**src/rtl/sdram_arb_pkg.sv**
```systemverilog
// Shared types and constants for the SDRAM port-A ROM arbiter.
//   client_e : which requester owns the current transaction
//   state_e  : arbiter sequencer states
//   SD_AW    : SDRAM word-address width
package sdram_arb_pkg;

  localparam int SD_AW = 25;

  typedef enum logic [1:0] {
    CL_LD,
    CL_P,
    CL_S,
    CL_M
  } client_e;

  typedef enum logic [1:0] {
    IDLE,
    ISSUE,
    WAIT_ACK,
    GAP
  } state_e;

endpackage

```
**src/rtl/rr_arbiter3.sv**
```systemverilog
// Combinational 3-way round-robin selector.
// Ports:
//   req [2:0] : request vector, bit0 = P, bit1 = S, bit2 = M
//   ptr [1:0] : rotation start, 0 = P, 1 = S, 2 = M
//   gnt [2:0] : one-hot grant, first requester at or after ptr
//   vld       : at least one request present
module rr_arbiter3 (
  input  logic [2:0] req,
  input  logic [1:0] ptr,
  output logic [2:0] gnt,
  output logic       vld
);

  always_comb begin
    gnt = 3'b000;
    case (ptr)
      2'd1: begin
        if (req[1])      gnt = 3'b010;
        else if (req[2]) gnt = 3'b100;
        else if (req[0]) gnt = 3'b001;
      end
      2'd2: begin
        if (req[2])      gnt = 3'b100;
        else if (req[0]) gnt = 3'b001;
        else if (req[1]) gnt = 3'b010;
      end
      default: begin
        if (req[0])      gnt = 3'b001;
        else if (req[1]) gnt = 3'b010;
        else if (req[2]) gnt = 3'b100;
      end
    endcase
  end

  assign vld = |req;

endmodule

```
**src/rtl/sdram_rom_arbiter.sv**
```systemverilog
// Shares SDRAM controller port A between the ROM loader (writes) and the
// P-ROM, S-ROM and M-ROM fetch clients (reads). One transaction at a time;
// the loader always wins, the fetch clients rotate P -> S -> M. A watchdog
// abandons a transaction the controller never acknowledges.
// Ports:
//   clk, rst                 : clock, synchronous active-high reset
//   ld_req/ld_addr/ld_data   : loader write request (absolute address)
//   ld_ack                   : one-cycle write-done pulse
//   {p,s,m}_req/{p,s,m}_addr : fetch requests (word offset within region)
//   {p,s,m}_ack              : one-cycle pulse, rd_data valid that cycle
//   rd_data                  : last read word, shared by all fetch clients
//   timeout_err              : sticky watchdog-abort flag
//   sd_req/sd_we/sd_addr/sd_wdata/sd_ack/sd_rdata : controller port A
module sdram_rom_arbiter
  import sdram_arb_pkg::*;
#(
  parameter logic [SD_AW-1:0] BASE_P  = 25'h0000000,
  parameter logic [SD_AW-1:0] BASE_S  = 25'h0080000,
  parameter logic [SD_AW-1:0] BASE_M  = 25'h00A0000,
  parameter int               TIMEOUT = 64
) (
  input  logic             clk,
  input  logic             rst,
  input  logic             ld_req,
  input  logic [SD_AW-1:0] ld_addr,
  input  logic [15:0]      ld_data,
  output logic             ld_ack,
  input  logic             p_req,
  input  logic [23:0]      p_addr,
  output logic             p_ack,
  input  logic             s_req,
  input  logic [23:0]      s_addr,
  output logic             s_ack,
  input  logic             m_req,
  input  logic [23:0]      m_addr,
  output logic             m_ack,
  output logic [15:0]      rd_data,
  output logic             timeout_err,
  output logic             sd_req,
  output logic             sd_we,
  output logic [SD_AW-1:0] sd_addr,
  output logic [15:0]      sd_wdata,
  input  logic             sd_ack,
  input  logic [15:0]      sd_rdata
);

  // Watchdog fires on the TIMEOUT-th WAIT_ACK cycle without an ack.
  localparam logic [7:0] WD_LAST = 8'(TIMEOUT - 1);

  state_e           state_q, state_d;
  client_e          grant_q, grant_d;
  logic [1:0]       rr_ptr_q, rr_ptr_d;
  logic [7:0]       wd_q, wd_d;

  logic             sd_req_d, sd_we_d;
  logic [SD_AW-1:0] sd_addr_d;
  logic [15:0]      sd_wdata_d, rd_data_d;
  logic             ld_ack_d, p_ack_d, s_ack_d, m_ack_d, terr_d;

  logic [2:0]       rr_gnt;
  logic             rr_vld;
  client_e          rr_client;
  logic [SD_AW-1:0] rr_addr;

  rr_arbiter3 u_rr (
    .req (({m_req, s_req, p_req})),
    .ptr (rr_ptr_q),
    .gnt (rr_gnt),
    .vld (rr_vld)
  );

  // Region base + zero-extended offset; the sum wraps modulo 2^25.
  always_comb begin
    rr_client = CL_P;
    rr_addr   = BASE_P + {1'b0, p_addr};
    if (rr_gnt[1]) begin
      rr_client = CL_S;
      rr_addr   = BASE_S + {1'b0, s_addr};
    end else if (rr_gnt[2]) begin
      rr_client = CL_M;
      rr_addr   = BASE_M + {1'b0, m_addr};
    end
  end

  always_comb begin
    state_d    = state_q;
    grant_d    = grant_q;
    rr_ptr_d   = rr_ptr_q;
    wd_d       = wd_q;
    sd_req_d   = sd_req;
    sd_we_d    = sd_we;
    sd_addr_d  = sd_addr;
    sd_wdata_d = sd_wdata;
    rd_data_d  = rd_data;
    terr_d     = timeout_err;
    ld_ack_d   = 1'b0;
    p_ack_d    = 1'b0;
    s_ack_d    = 1'b0;
    m_ack_d    = 1'b0;

    case (state_q)
      IDLE: begin
        sd_req_d = 1'b0;
        if (ld_req) begin
          grant_d    = CL_LD;
          sd_addr_d  = ld_addr;
          sd_we_d    = 1'b1;
          sd_wdata_d = ld_data;
          state_d    = ISSUE;
        end else if (rr_vld) begin
          grant_d    = rr_client;
          sd_addr_d  = rr_addr;
          sd_we_d    = 1'b0;
          sd_wdata_d = '0;
          state_d    = ISSUE;
        end
      end
      ISSUE: begin
        sd_req_d = 1'b1;
        wd_d     = '0;
        state_d  = WAIT_ACK;
      end
      WAIT_ACK: begin
        if (sd_ack) begin
          sd_req_d = 1'b0;
          state_d  = GAP;
          // Pointer moves to the client after the one just served.
          case (grant_q)
            CL_LD: ld_ack_d = 1'b1;
            CL_P: begin
              p_ack_d   = 1'b1;
              rd_data_d = sd_rdata;
              rr_ptr_d  = 2'd1;
            end
            CL_S: begin
              s_ack_d   = 1'b1;
              rd_data_d = sd_rdata;
              rr_ptr_d  = 2'd2;
            end
            CL_M: begin
              m_ack_d   = 1'b1;
              rd_data_d = sd_rdata;
              rr_ptr_d  = 2'd0;
            end
          endcase
        end else if (wd_q == WD_LAST) begin
          // Abort without an ack: the client keeps requesting and is
          // simply arbitrated again.
          sd_req_d = 1'b0;
          terr_d   = 1'b1;
          state_d  = GAP;
        end else begin
          wd_d = wd_q + 8'd1;
        end
      end
      GAP: begin
        // req held low for a full cycle so the controller returns to idle
        // before the next transaction can be issued.
        state_d = IDLE;
      end
      default: state_d = IDLE;
    endcase
  end

  always_ff @(posedge clk) begin
    if (rst) begin
      state_q     <= IDLE;
      grant_q     <= CL_LD;
      rr_ptr_q    <= 2'd0;
      wd_q        <= '0;
      sd_req      <= 1'b0;
      sd_we       <= 1'b0;
      sd_addr     <= '0;
      sd_wdata    <= '0;
      rd_data     <= '0;
      timeout_err <= 1'b0;
      ld_ack      <= 1'b0;
      p_ack       <= 1'b0;
      s_ack       <= 1'b0;
      m_ack       <= 1'b0;
    end else begin
      state_q     <= state_d;
      grant_q     <= grant_d;
      rr_ptr_q    <= rr_ptr_d;
      wd_q        <= wd_d;
      sd_req      <= sd_req_d;
      sd_we       <= sd_we_d;
      sd_addr     <= sd_addr_d;
      sd_wdata    <= sd_wdata_d;
      rd_data     <= rd_data_d;
      timeout_err <= terr_d;
      ld_ack      <= ld_ack_d;
      p_ack       <= p_ack_d;
      s_ack       <= s_ack_d;
      m_ack       <= m_ack_d;
    end
  end

endmodule

```
**config.mk**
```make
export PLATFORM = sky130hd
export DESIGN_NAME = sdram_rom_arbiter
export DESIGN_NICKNAME = d
export VERILOG_FILES = /design/src/rtl/sdram_arb_pkg.sv /design/src/rtl/rr_arbiter3.sv /design/src/rtl/sdram_rom_arbiter.sv
export SDC_FILE = /design/constraint.sdc
export NUM_CORES = 1
export LEC_CHECK = 0
export ABC_CLOCK_PERIOD_IN_PS = 2530
export BUFFER_PORTS_ARGS = -buffer_cell sky130_fd_sc_hd__buf_2
export CAP_MARGIN = 5
export CELL_PAD_IN_SITES_DETAIL_PLACEMENT = 0
export CELL_PAD_IN_SITES_GLOBAL_PLACEMENT = 1
export CORE_UTILIZATION = 31
export DETAILED_ROUTE_END_ITERATION = 12
export HOLD_SLACK_MARGIN = 0.03
export PLACE_DENSITY = 0.84
export SYNTH_ARGS = -nofsm -noshare
export SYNTH_HDL_FRONTEND = slang
export SYNTH_SLANG_ARGS = --single-unit
```
**constraint.sdc**
```tcl
create_clock -name clk -period 2.53 [get_ports clk]
set_input_delay 0.3795 -clock clk [delete_from_list [all_inputs] [get_ports clk]]
set_output_delay 0.3795 -clock clk [all_outputs]
set_load 0.02 [all_outputs]
```
# After elaboration in Yosys (flattened, before gate mapping)
# Index checks and enable logic that the tools add are counted.
# totals
regBits	78
latch_bits	0
mem_bits_rw	0
rom_bits	0
out_inout_bits	64
wordCells	86
n_memories	0
# classes
addsub	3
n_mul	0
n_div	0
n_lt_le_gt_ge	0
eq_ne	13
shifts	0
n_mux	38
n_bitwise	2
reduce_logical	16
# ops
cell	n
two-way mux 25 bit	4
adder 20 x 24 -> 25 bit (first input constant)	2
two-way mux 16 bit	2
two-way mux 3 bit	7
two-way mux 2 bit	9
two-way mux 8 bit	2
case mux 8 bit (2 select lines)	1
AND reduction 3 bit	4
== test 2 bit (second input constant)	5
two-way mux 1 bit	9
OR reduction 3 bit	3
adder 8 x 1 -> 8 bit (second input constant)	1
== test 8 x 6 -> 1 bit (second input constant)	1
case mux 2 bit (4 select lines)	1
== test 2 x 1 -> 1 bit (second input constant)	3
inequality test 3 bit (second input constant)	2
case mux 2 bit (3 select lines)	1
case mux 3 bit (2 select lines)	1
AND reduction 2 bit	3
nonzero test 3 bit	2
zero test 2 bit	2
inequality test 2 bit (second input constant)	2
nonzero test 2 bit	2
case mux 1 bit (3 select lines)	1
inverter 1 bit	2

# Depth between registers and ports, before layout
# depth
word_depth	8
depth_mapped	8
depth_no_buf	7

# By module
# Synthesis repeated with hierarchy kept, for this count alone.
# hier_totals
hier_cells	487
hier_area_um2	3946.3
# by_module_without_submodules
module	instances	cells_per_inst	area_per_inst_um2
sdram_rom_arbiter	1	469	3819.9
rr_arbiter3	1	18	126.4

# Worst setup path after synthesis
# No wires, ideal clock.
# synth_timing
path_kind	flip-flop to flip-flop
start	register rr_ptr_q[0]
end	register sd_addr[24]
t_arrival_ns	1.905
setup_slack_ns	0.537
stages_incl_launch_ff	8
path_buffers	0
path_cell_list	dfxtp_1 -> inv_1 -> ha_1 -> and2b_2 -> o21ai_2 -> and2_4 -> or4_4 -> a311oi_2
# synth_via
elab_chain_len	6
elab_cells_between_ends	7
# synth_lines
item	line	source
start: declaration	sdram_rom_arbiter.sv:52	logic [1:0] rr_ptr_q, rr_ptr_d;
start signal: assignment	sdram_rom_arbiter.sv:184	rr_ptr_q <= rr_ptr_d;
== test 2 bit / == test 2 x 1 -> 1 bit (equally long branches)	rr_arbiter3.sv:16	case (ptr)
case mux 3 bit (2 select lines) (*)	rr_arbiter3.sv:16	
two-way mux 25 bit	sdram_rom_arbiter.sv:79	end else if (rr_gnt[2]) begin
two-way mux 25 bit (*)	sdram_rom_arbiter.sv:76	if (rr_gnt[1]) begin
two-way mux 25 bit (*)	sdram_rom_arbiter.sv:110	end else if (rr_vld) begin
two-way mux 25 bit (*)	sdram_rom_arbiter.sv:104	if (ld_req) begin
end signal: assignment	sdram_rom_arbiter.sv:188	sd_addr <= sd_addr_d;
end: declaration	sdram_rom_arbiter.sv:41	output logic [SD_AW-1:0] sd_addr,
# Every way passes the cells marked *; elsewhere a longest branch is shown, timed or not. The select of a mux whose other input is x is not followed.
# A chain may end at the register's enable or synchronous reset.

# Final worst setup path
# Ends and elaborated chain as after synthesis.

==> summary.txt <==
Yosys
  • Distinct cells, synth: between 50 and 60
  • Ys Warns: 0
  • Number of synthesized flops with an enable pin: 0
  • Syn Inst Count: 454
  • Syn nets: 598
  • Mapped Area: 0.00372 mm2
  • #FFs+latches synth: 78
  • Synth top area share: 0.420
  • Synth Flop Type: dfxtp_1
  • Mean Syn Cell Area: 8.19 um2
  • Synth top cells by count: 78 x dfxtp_1, 68 x a21oi_1, 62 x nand2_1
  • Count leader, synth: dfxtp_1
  • Post-synthesis sequential area ratio: 0.420
  • Largest area contributor in the netlist: dfxtp_1
  • Asr flop ratio synth: 0
  • Synth area leaders: dfxtp_1 42%, a21oi_1 9.2%, o22ai_1 6.7%

Global route
  • Grt ovf: 0
  • Largest net degree at the start of global routing: 49
  • Initial antenna violation count: 1
  • GRT Util Overall: 0.190
  • Global-route wire length before repair: 19.1 mm
  • Vias in the first global route: 3967

Worst setup path
  • Kind of start point of the critical path: register
  • Worst Path Required: 2.76 ns
  • Critical Path Slowest Stage Cell: or4_4
  • WS Path Type: reg2reg
  • CP max FO: 24
  • Critical path capture point type: register
  • Arrival time worst endpoint: 2.44 ns
  • Buf/Inv on CP: 1
  • CP top delay family: simple AND/OR/NAND/NOR gates
  • Crit-path cells: inv_1 -> ha_1 -> and2b_2 -> o21ai_2 -> and2_4 -> or4_4 -> a311oi_2
  • Critical path's largest stage delay: between 0.5 and 0.6 ns

Route
  • DRC errors left: 6
  • Drt first-iter violations: 219
  • WL/cell: around 15 um
  • ANT nets after route: 0
  • Routed vias/inst: 5.12
  • Routed WL: roughly 12 mm
  • Via count: 4044
  • Pre-Repair DR Iteration Count: 9

Clocking
  • Inserted Clock Buffers: 9
  • Longest Clk Path Bufs: 2
  • Post-CTS setup repair buffer count: 0
  • Root buf cell: clkbuf_16
  • Clock sink count: 78
  • Worst skew pair latency: ~0.32 ns
  • CTS tree: built
  • Post-CTS Resized: 0
  • H-tree depth: 3
  • Clk slew on worst S/H paths: roughly 0.060 ns
  • Hold_buf cts: 0

Floorplan
  • Die area: 0.0124 mm2
  • Die X: 111 um
  • Initial Util: 0.321
  • IO Pins: 200
  • Core area: 0.0116 mm2
  • Site Rows: 39
  • Die H: 111 um

Layout
  • Proportion of layout cells with a drive suffix above 1: 0.379
  • Post-synthesis to final-layout area growth: 38.8%
  • Post-layout util: 0.446
  • Net count, final: 786

Power and ir drop
  • Leakage: 0.00233 uW
  • PwrDens: 867 mW/mm2
  • Max VDD drop: 0.321 mV

STA
  • Worst Tran Pin Value: 0.912 ns
  • Max Slew Vio Count: 0
  • Max_slew headroom: 0.389
  • Minimum clock period after layout: ~2.2 ns
  • Setup Skew: ~0.0064 ns
  • Sum Neg Setup Slack: 0 ns
  • Achievable Freq: 0.454 GHz
  • Final Cycle Share: 0.871
  • Unrepaired setup endpoints after global routing: false
  • Hold Vio Cnt, Final: 0
  • Final setup viols: 0

Run
  • Max-Cap Viols: 0

Placed design
  • Port Buffers: 199
  • DP Wirelength: around 9 mm
  • Routability cong.: roughly 0.81

Status
  • Outcome: finished with violations
  • Failing checks: design-rule violations

Hold path
  • Hold Path Class: in2reg
## layout by cell type, fill, tap and decap left out, types with 2 or more instances in the layout
cell type,instances
dfxtp_1,78
and3_1,19
inv_1,12
a211oi_1,4
xor2_1,4
xnor2_1,7
or2_2,2
buf_2,199
a31oi_1,2
o2111ai_1,2
nor4b_1,2
nor3_1,2
a32oi_1,2
o41ai_4,2
nand3_1,25
a22oi_1,4
nand2_1,62
o21ai_0,22
nor2_1,17
clkbuf_16,9
o22ai_1,40
nor4_1,2
nand2b_1,4
ha_1,8
a21oi_1,67
buf_4,13
clkbuf_8,3
## area by class of cell
class	count	area (um2)
tap	143	179
antenna	1	2.50
clock buffer	12	267
fill	1186	6410
clock inverter	3	42.5
sequential	78	1560
multi-input combinational	329	1970
timing repair buffer	212	1090
inverter	12	45.0
## worst paths after layout
check	depth (start not counted)	to	from	slack [ns]
worst max-delay path	7	sd_addr[24]$_SDFFE_PP0P_	rr_ptr_q[0]$_SDFFE_PP0P_	0.33
worst min-delay path	3	rd_data[3]$_SDFFE_PP0P_	sd_rdata[3]	0.29
worst max register to register	7	sd_addr[24]$_SDFFE_PP0P_	rr_ptr_q[0]$_SDFFE_PP0P_	0.33
worst min register to register	2	sd_wdata[15]$_SDFFE_PP0P_	sd_wdata[15]$_SDFFE_PP0P_	0.45
## power breakdown
part | leakage, uW | internal (uW) | switching (uW)
clock | 0.000151 | 838 | 487
sequential | 0.000637 | 1440 | 114
combinational | 0.00154 | 586 | 1010
## per-stage QoR
stage	area [um2]	hold WS (ns)	cells	total power (uW)	setup slack (ns)
2_1_floorplan	3720	0.453	454	2610	0.537
3_3_place_gp	4850	0.437	774	3140	0.405
3_5_place_dp	4850	0.443	774	3180	0.344
4_1_cts	5160	0.281	789	4520	0.322
5_1_grt	5160	0.291	790	4740	0.236
6_report	5160	0.289	790	4470	0.327
## sequential cells by signal (all words and copies together) (netlist names)
register     cells
sd_we            1
s_ack            1
m_ack            1
sd_req           1
grant_q          2
wd_q             8
state_q          2
sd_wdata        16
rd_data         16
ld_ack           1
rr_ptr_q         2
timeout_err      1
p_ack            1
sd_addr         25
## cell families after synthesis
family | after synthesis | synth area share
buf+inv | 47 | 0.0512
mux | 1 | 0.00269
simple gates | 147 | 0.197
flops | 78 | 0.420
xor+xnor | 11 | 0.0259
compound gates | 162 | 0.276
fa+ha+maj | 8 | 0.0269
## metal layers
layer / part of all wire / vias up / track usage
met4: 0.028 / 0 / 0.0838
li1: - / 2017 / -
met3: 0.053 / 23 / 0.0370
met1: 0.41 / 1871 / 0.220
met5: 0 / - / 0
met2: 0.51 / 133 / 0.340
## worst register-to-register path, delay by kind of cell (launching register included)
kind	cells	cell delay, ns
and+or+nand+nor	3	1.05
DFF	1	0.35
adders and majority gates	1	0.34
AOI/OAI and AO/OA	2	0.31
buffers and inverters	1	0.06
Power figures use the tool's default switching activity.
